### src/rtl/hack_mem_pkg.sv
// hack_mem_pkg: shared word width and loader state encoding for the Hack RAM front ends
package hack_mem_pkg;
  localparam int WORD_WIDTH = 16;
  localparam logic [2:0] LOADER_IDLE  = 3'd0;
  localparam logic [2:0] LOADER_HIGH  = 3'd1;
  localparam logic [2:0] LOADER_LOW   = 3'd2;
  localparam logic [2:0] LOADER_WRITE = 3'd3;
  localparam logic [2:0] LOADER_DONE  = 3'd4;
  typedef enum logic [2:0] {
    S_IDLE  = LOADER_IDLE,
    S_HIGH  = LOADER_HIGH,
    S_LOW   = LOADER_LOW,
    S_WRITE = LOADER_WRITE,
    S_DONE  = LOADER_DONE
  } loader_state_t;
endpackage

### src/rtl/ram_loader_counter16.sv
// counter16: Hack-style 16-bit counter with clear > load > increment priority
module counter16
  import hack_mem_pkg::*;
(
  input  logic                  i_clk,
  input  logic                  i_rst,
  input  logic                  i_clear,
  input  logic                  i_load,
  input  logic                  i_inc,
  input  logic [WORD_WIDTH-1:0] i_in,
  output logic [WORD_WIDTH-1:0] o_out
);
  logic [WORD_WIDTH-1:0] r_out;
  // count register; clear wins over load, load wins over increment
  always_ff @(posedge i_clk or posedge i_rst)
    if (i_rst) r_out <= '0;
    else r_out <= i_clear ? '0 : i_load ? i_in : i_inc ? r_out + WORD_WIDTH'(1) : r_out;
  assign o_out = r_out;
endmodule

### src/rtl/ram_loader.sv
// ram_loader: assembles big-endian words from a byte stream and writes them into Hack RAM
module ram_loader #(
  parameter int ADDR_WIDTH = 3,
  parameter int WORD_WIDTH = 16
) (
  input  logic                  clock,
  input  logic                  reset,
  input  logic                  start,
  input  logic [ADDR_WIDTH-1:0] start_address,
  input  logic [15:0]           load_length,
  input  logic [7:0]            byte_in,
  input  logic                  byte_valid,
  output logic                  byte_ready,
  output logic [ADDR_WIDTH-1:0] mem_address,
  output logic [WORD_WIDTH-1:0] mem_in,
  output logic                  mem_load,
  output logic                  busy,
  output logic                  done,
  output logic [15:0]           words_written
);
  import hack_mem_pkg::*;
  loader_state_t         r_state;
  logic                  r_ready;
  logic                  r_load;
  logic                  r_busy;
  logic                  r_done;
  logic [ADDR_WIDTH-1:0] r_addr;
  logic [WORD_WIDTH-1:0] r_in;
  logic [15:0]           r_len;
  logic [15:0]           w_count;
  logic                  w_clear;
  logic                  w_inc;
  assign w_clear = (r_state == S_IDLE) && start;
  assign w_inc   = (r_state == S_WRITE);
  counter16 u_count (
    .i_clk   (clock),
    .i_rst   (reset),
    .i_clear (w_clear),
    .i_load  (1'b0),
    .i_inc   (w_inc),
    .i_in    ('0),
    .o_out   (w_count)
  );
  // loader FSM; every output is registered alongside the state it belongs to
  always_ff @(posedge clock or posedge reset)
    if (reset) begin
      r_state <= S_IDLE;
      r_ready <= 1'b0;
      r_load  <= 1'b0;
      r_busy  <= 1'b0;
      r_done  <= 1'b0;
      r_addr  <= '0;
      r_in    <= '0;
      r_len   <= '0;
    end else begin
      case (r_state)
        S_IDLE:
          if (start) begin
            r_addr  <= start_address;
            r_len   <= load_length;
            r_busy  <= 1'b1;
            r_state <= (load_length == 16'd0) ? S_DONE : S_HIGH;
            r_done  <= (load_length == 16'd0);
            r_ready <= (load_length != 16'd0);
          end
        S_HIGH:
          if (byte_valid) begin
            r_in[WORD_WIDTH-1 -: 8] <= byte_in;
            r_state <= S_LOW;
          end
        S_LOW:
          if (byte_valid) begin
            r_in[7:0] <= byte_in;
            r_ready   <= 1'b0;
            r_load    <= 1'b1;
            r_state   <= S_WRITE;
          end
        S_WRITE: begin
          r_load  <= 1'b0;
          r_addr  <= r_addr + ADDR_WIDTH'(1);
          r_state <= (w_count + 16'd1 == r_len) ? S_DONE : S_HIGH;
          r_done  <= (w_count + 16'd1 == r_len);
          r_ready <= (w_count + 16'd1 != r_len);
        end
        S_DONE: begin
          r_done  <= 1'b0;
          r_busy  <= 1'b0;
          r_state <= S_IDLE;
        end
        default: begin
          r_ready <= 1'b0;
          r_load  <= 1'b0;
          r_busy  <= 1'b0;
          r_done  <= 1'b0;
          r_state <= S_IDLE;
        end
      endcase
    end
  assign byte_ready    = r_ready;
  assign mem_address   = r_addr;
  assign mem_in        = r_in;
  assign mem_load      = r_load;
  assign busy          = r_busy;
  assign done          = r_done;
  assign words_written = w_count;
endmodule

### config.mk
export PLATFORM = sky130hd
export DESIGN_NAME = ram_loader
export DESIGN_NICKNAME = d
export VERILOG_FILES = /design/src/rtl/hack_mem_pkg.sv /design/src/rtl/ram_loader_counter16.sv /design/src/rtl/ram_loader.sv
export SDC_FILE = /design/constraint.sdc
export NUM_CORES = 1
export LEC_CHECK = 0
export BUFFER_PORTS_ARGS = -buffer_cell sky130_fd_sc_hd__buf_2
export CAP_MARGIN = 0
export CORE_ASPECT_RATIO = 2
export CORE_MARGIN = 4
export CORE_UTILIZATION = 50
export DETAILED_ROUTE_END_ITERATION = 8
export PLACE_DENSITY = 0.77
export SYNTH_ARGS = -nofsm -noshare
export SYNTH_HDL_FRONTEND = slang
export SYNTH_SLANG_ARGS = --single-unit
### constraint.sdc
create_clock -name clock -period 5.1 [get_ports clock]
set_input_delay 0 -clock clock [delete_from_list [all_inputs] [get_ports clock]]
set_output_delay 0 -clock clock [all_outputs]
set_load 0.01 [all_outputs]
==> impl_metrics.py <==
metrics = {
    "detailed_routing": {
        "post-route-drc-count": 0,
        "vias_per_cell": 5.631,
        "via_count": 2720,
        "drtPass1Iterations": 4,
        "ant_nets": 0,
        "drtIter0Drc": 114,
        "wl_per_cell_um": 16.67,
        "wirelength_um": 8052,
    },
    "sta": {
        "tightest_slew_ns": 0.8510,
        "relSlewSlack_pct": 43.06,
        "max_freq_mhz": 377.5,
        "fin_crit_sh_pct": 51.94,
        "rsz0062_at_grt": "no",
        "setup_tns_ns": 0,
        "hold_viol": 0,
        "finalSetupViolCount": 0,
        "drv_slew": 0,
        "finClkSkew_ns": 0.006001,
        "fin_crit_ns": 2.649,
    },
    "grt": {
        "grt_pass1_vias": 2775,
        "grt_start_max_net_pins": 59,
        "grt_use_total_pct": 23.23,
        "gr-total-overflow": 0,
        "antenna_found_initial": 0,
        "grt_pass1_wl_um": 13370,
    },
    "clocking": {
        "h-tree-depth": 3,
        "cts_root_buffer": "clkbuf_16",
        "cts_made_buffers": 9,
        "cts-resized-gates": 0,
        "clkSlewWorstSetupHoldPaths_ns": 0.05,
        "cts.sinks": 58,
        "cts_setup_buffers": 0,
        "clkLatencyLatePin_ns": 0.33,
        "cts_buffer_depth": 2,
        "cts_tree": "yes",
    },
    "floorplan": {
        "rows": 40,
        "fp.dieH_um": 118.5,
        "boundaryPins": 70,
        "chipWidth_um": 63.27,
        "dieArea_um2": 7499,
        "initial_core_util_pct": 51.28,
        "core_area_um2": 5956,
    },
    "logic_synthesis": {
        "synth_edf_count": 0,
        "async_reset_ff_share_pct": 100.0,
        "yosysSeqAreaShare_pct": 47.52,
        "synth-seq-cells": 58,
        "postSynthAreaPerCell_um2": 9.544,
        "syn_inst": 320,
        "yosys_warnings": 0,
        "ys.flop_type": "dfrtp_1",
        "ys_types": 48,
        "netlist_area_um2": 3054,
        "synth_fp_nets": 353,
    },
    "placement": {
        "hpwl_um": 5531,
        "io_buffers": 69,
        "place.gp.congestion": 0.9459,
    },
    "job": {
        "maxCapViolations": 0,
    },
    "power": {
        "powerDensity_nw_per_um2": 533.3,
        "p_leak_nw": 1.906,
        "irDropWorstVdd_mv": 0.4083,
        "total_power_w": 0.002155,
    },
    "finish": {
        "layout_common_cells": "nand2_1, buf_2, dfrtp_1",
        "drive_gt1_share_pct": 26.90,
        "fin_util_pct": 67.84,
        "final_common_cell": "nand2_1",
        "antenna_cells": 0,
        "final_nets": 448,
        "syn_to_final_growth_pct": 32.28,
    },
    "setup_path": {
        "worstSetupStartpointType": "flip-flop",
        "critical_path_arrival_ns": 2.87,
        "cp.required_ns": 5.32,
        "cp-end-kind": "flip-flop",
        "path_max_fanout": 7,
        "critPathKind": "flip-flop to flip-flop",
    },
    "outcome": {
        "status": "finished, final reports clean",
    },
    "worst_hold_path": {
        "hold_class": "primary input to flip-flop",
    },
}
critical path: stages, from the launching register on:
cell and delay (ns):
dfrtp_1 0.49, ha_1 0.27, nand3_1 0.20, nor4_1 0.55
xnor2_1 0.19, o211ai_1 0.14, or4_4 0.52, o21a_1 0.18
stage by stage:
| step | setup slack, ns | cell area (um^2) | instances | hold slack, ns |
|---|---|---|---|---|
| after global placement | 2.563 | 3440 | 439 | 0.2056 |
| after global routing | 2.226 | 4040 | 483 | 0.06526 |
| after floorplan | 2.630 | 3054 | 320 | 0.1054 |
| after detailed placement | 2.448 | 3440 | 439 | 0.2139 |
| final | 2.451 | 4040 | 483 | 0.04189 |
| after CTS | 2.429 | 4040 | 483 | 0.04121 |
report_power, final:
group / switching [W] / internal (W)
registers: 0.000143 / 0.000624
clock network: 0.000209 / 0.000439
logic: 0.000393 / 0.000348
total: 0.000744 / 0.00141
routing by layer:
metal | track usage [%] | wire, um | vias up | part of all wire, %
li1 | - | - | 1311 | -
met1 | 23.41 | 2845 | 1294 | 35
met2 | 40.70 | 4402 | 92 | 55
met3 | 6.939 | 450 | 23 | 5.6
met4 | 14.61 | 354 | 0 | 4.4
met5 | 0 | 0 | - | 0
sequential cells by signal, indices dropped and copies added (netlist names):
signal	count
r_state	3
mem_load	1
byte_ready	1
done	1
r_len	16
mem_address	3
u_count.o_out	16
mem_in	16
busy	1
cells in the mapped netlist, types with 3 or more instances:
cell type | number | area share (%)
nand2_1 | 72 | 8.8
a21oi_1 | 9 | 1.5
inv_1 | 5 | 0.61
nand2b_1 | 6 | 1.2
o21ai_0 | 22 | 3.6
and2_1 | 3 | 0.61
xor2_1 | 5 | 1.4
o31ai_1 | 7 | 1.7
and3_1 | 6 | 1.2
nor3_1 | 4 | 0.66
dfrtp_1 | 58 | 48
xnor2_1 | 19 | 5.4
nand4_1 | 4 | 0.82
o32ai_1 | 3 | 0.86
nand3_1 | 6 | 0.98
nor2_1 | 15 | 1.8
mux2_2 | 16 | 5.9
buf_2 | 3 | 0.49
and4_1 | 3 | 0.86
o211ai_1 | 4 | 0.98
clkbuf_1 | 13 | 1.6
nor4_1 | 6 | 1.2
layout make-up:
cell class                      instances  area [um^2]
Inverter                                5        18.77
Fill cell                             461         1916
Tap cell                               63        78.83
Clock inverter                          5        77.57
Clock buffer                           11        242.7
Timing Repair Buffer                  101        655.6
Multi-Input combinational cell        240         1515
Sequential cell                        58         1451
path summary, 6_finish.rpt:
kind | start | endpoint | slack [ns] | cells after the start
worst max-delay path | u_count.o_out[0] | r_state[0] | 2.45 | 7
worst min-delay path | start_address[2] | mem_address[2] | 0.04 | 3
worst max register to register | u_count.o_out[0] | r_state[0] | 2.45 | 7
worst min register to register | r_len[0] | r_len[0] | 0.50 | 2
max in group asynchronous | reset | u_count.o_out[7] | 4.20 | 4
min in group asynchronous | reset | r_state[1] | 0.41 | 4
cells by family after synthesis:
group	Yosys count	share of synthesized area, %
adders and majority gates	2	0.8192
muxes	18	6.555
and+or+nand+nor	140	23.56
AOI/OAI and AO/OA	55	11.02
DFF	58	47.52
xor gates and xnor gates	25	7.661
buffers and inverters	22	2.868
repair_timing:
action / 4_1_cts / 5_1_grt
endpoints found under the setup margin: 0 / 0
hold buffers: 28 / 0
hold endpoints to repair: 93 / 0
No activity file was read; power rests on OpenSTA's default activity.
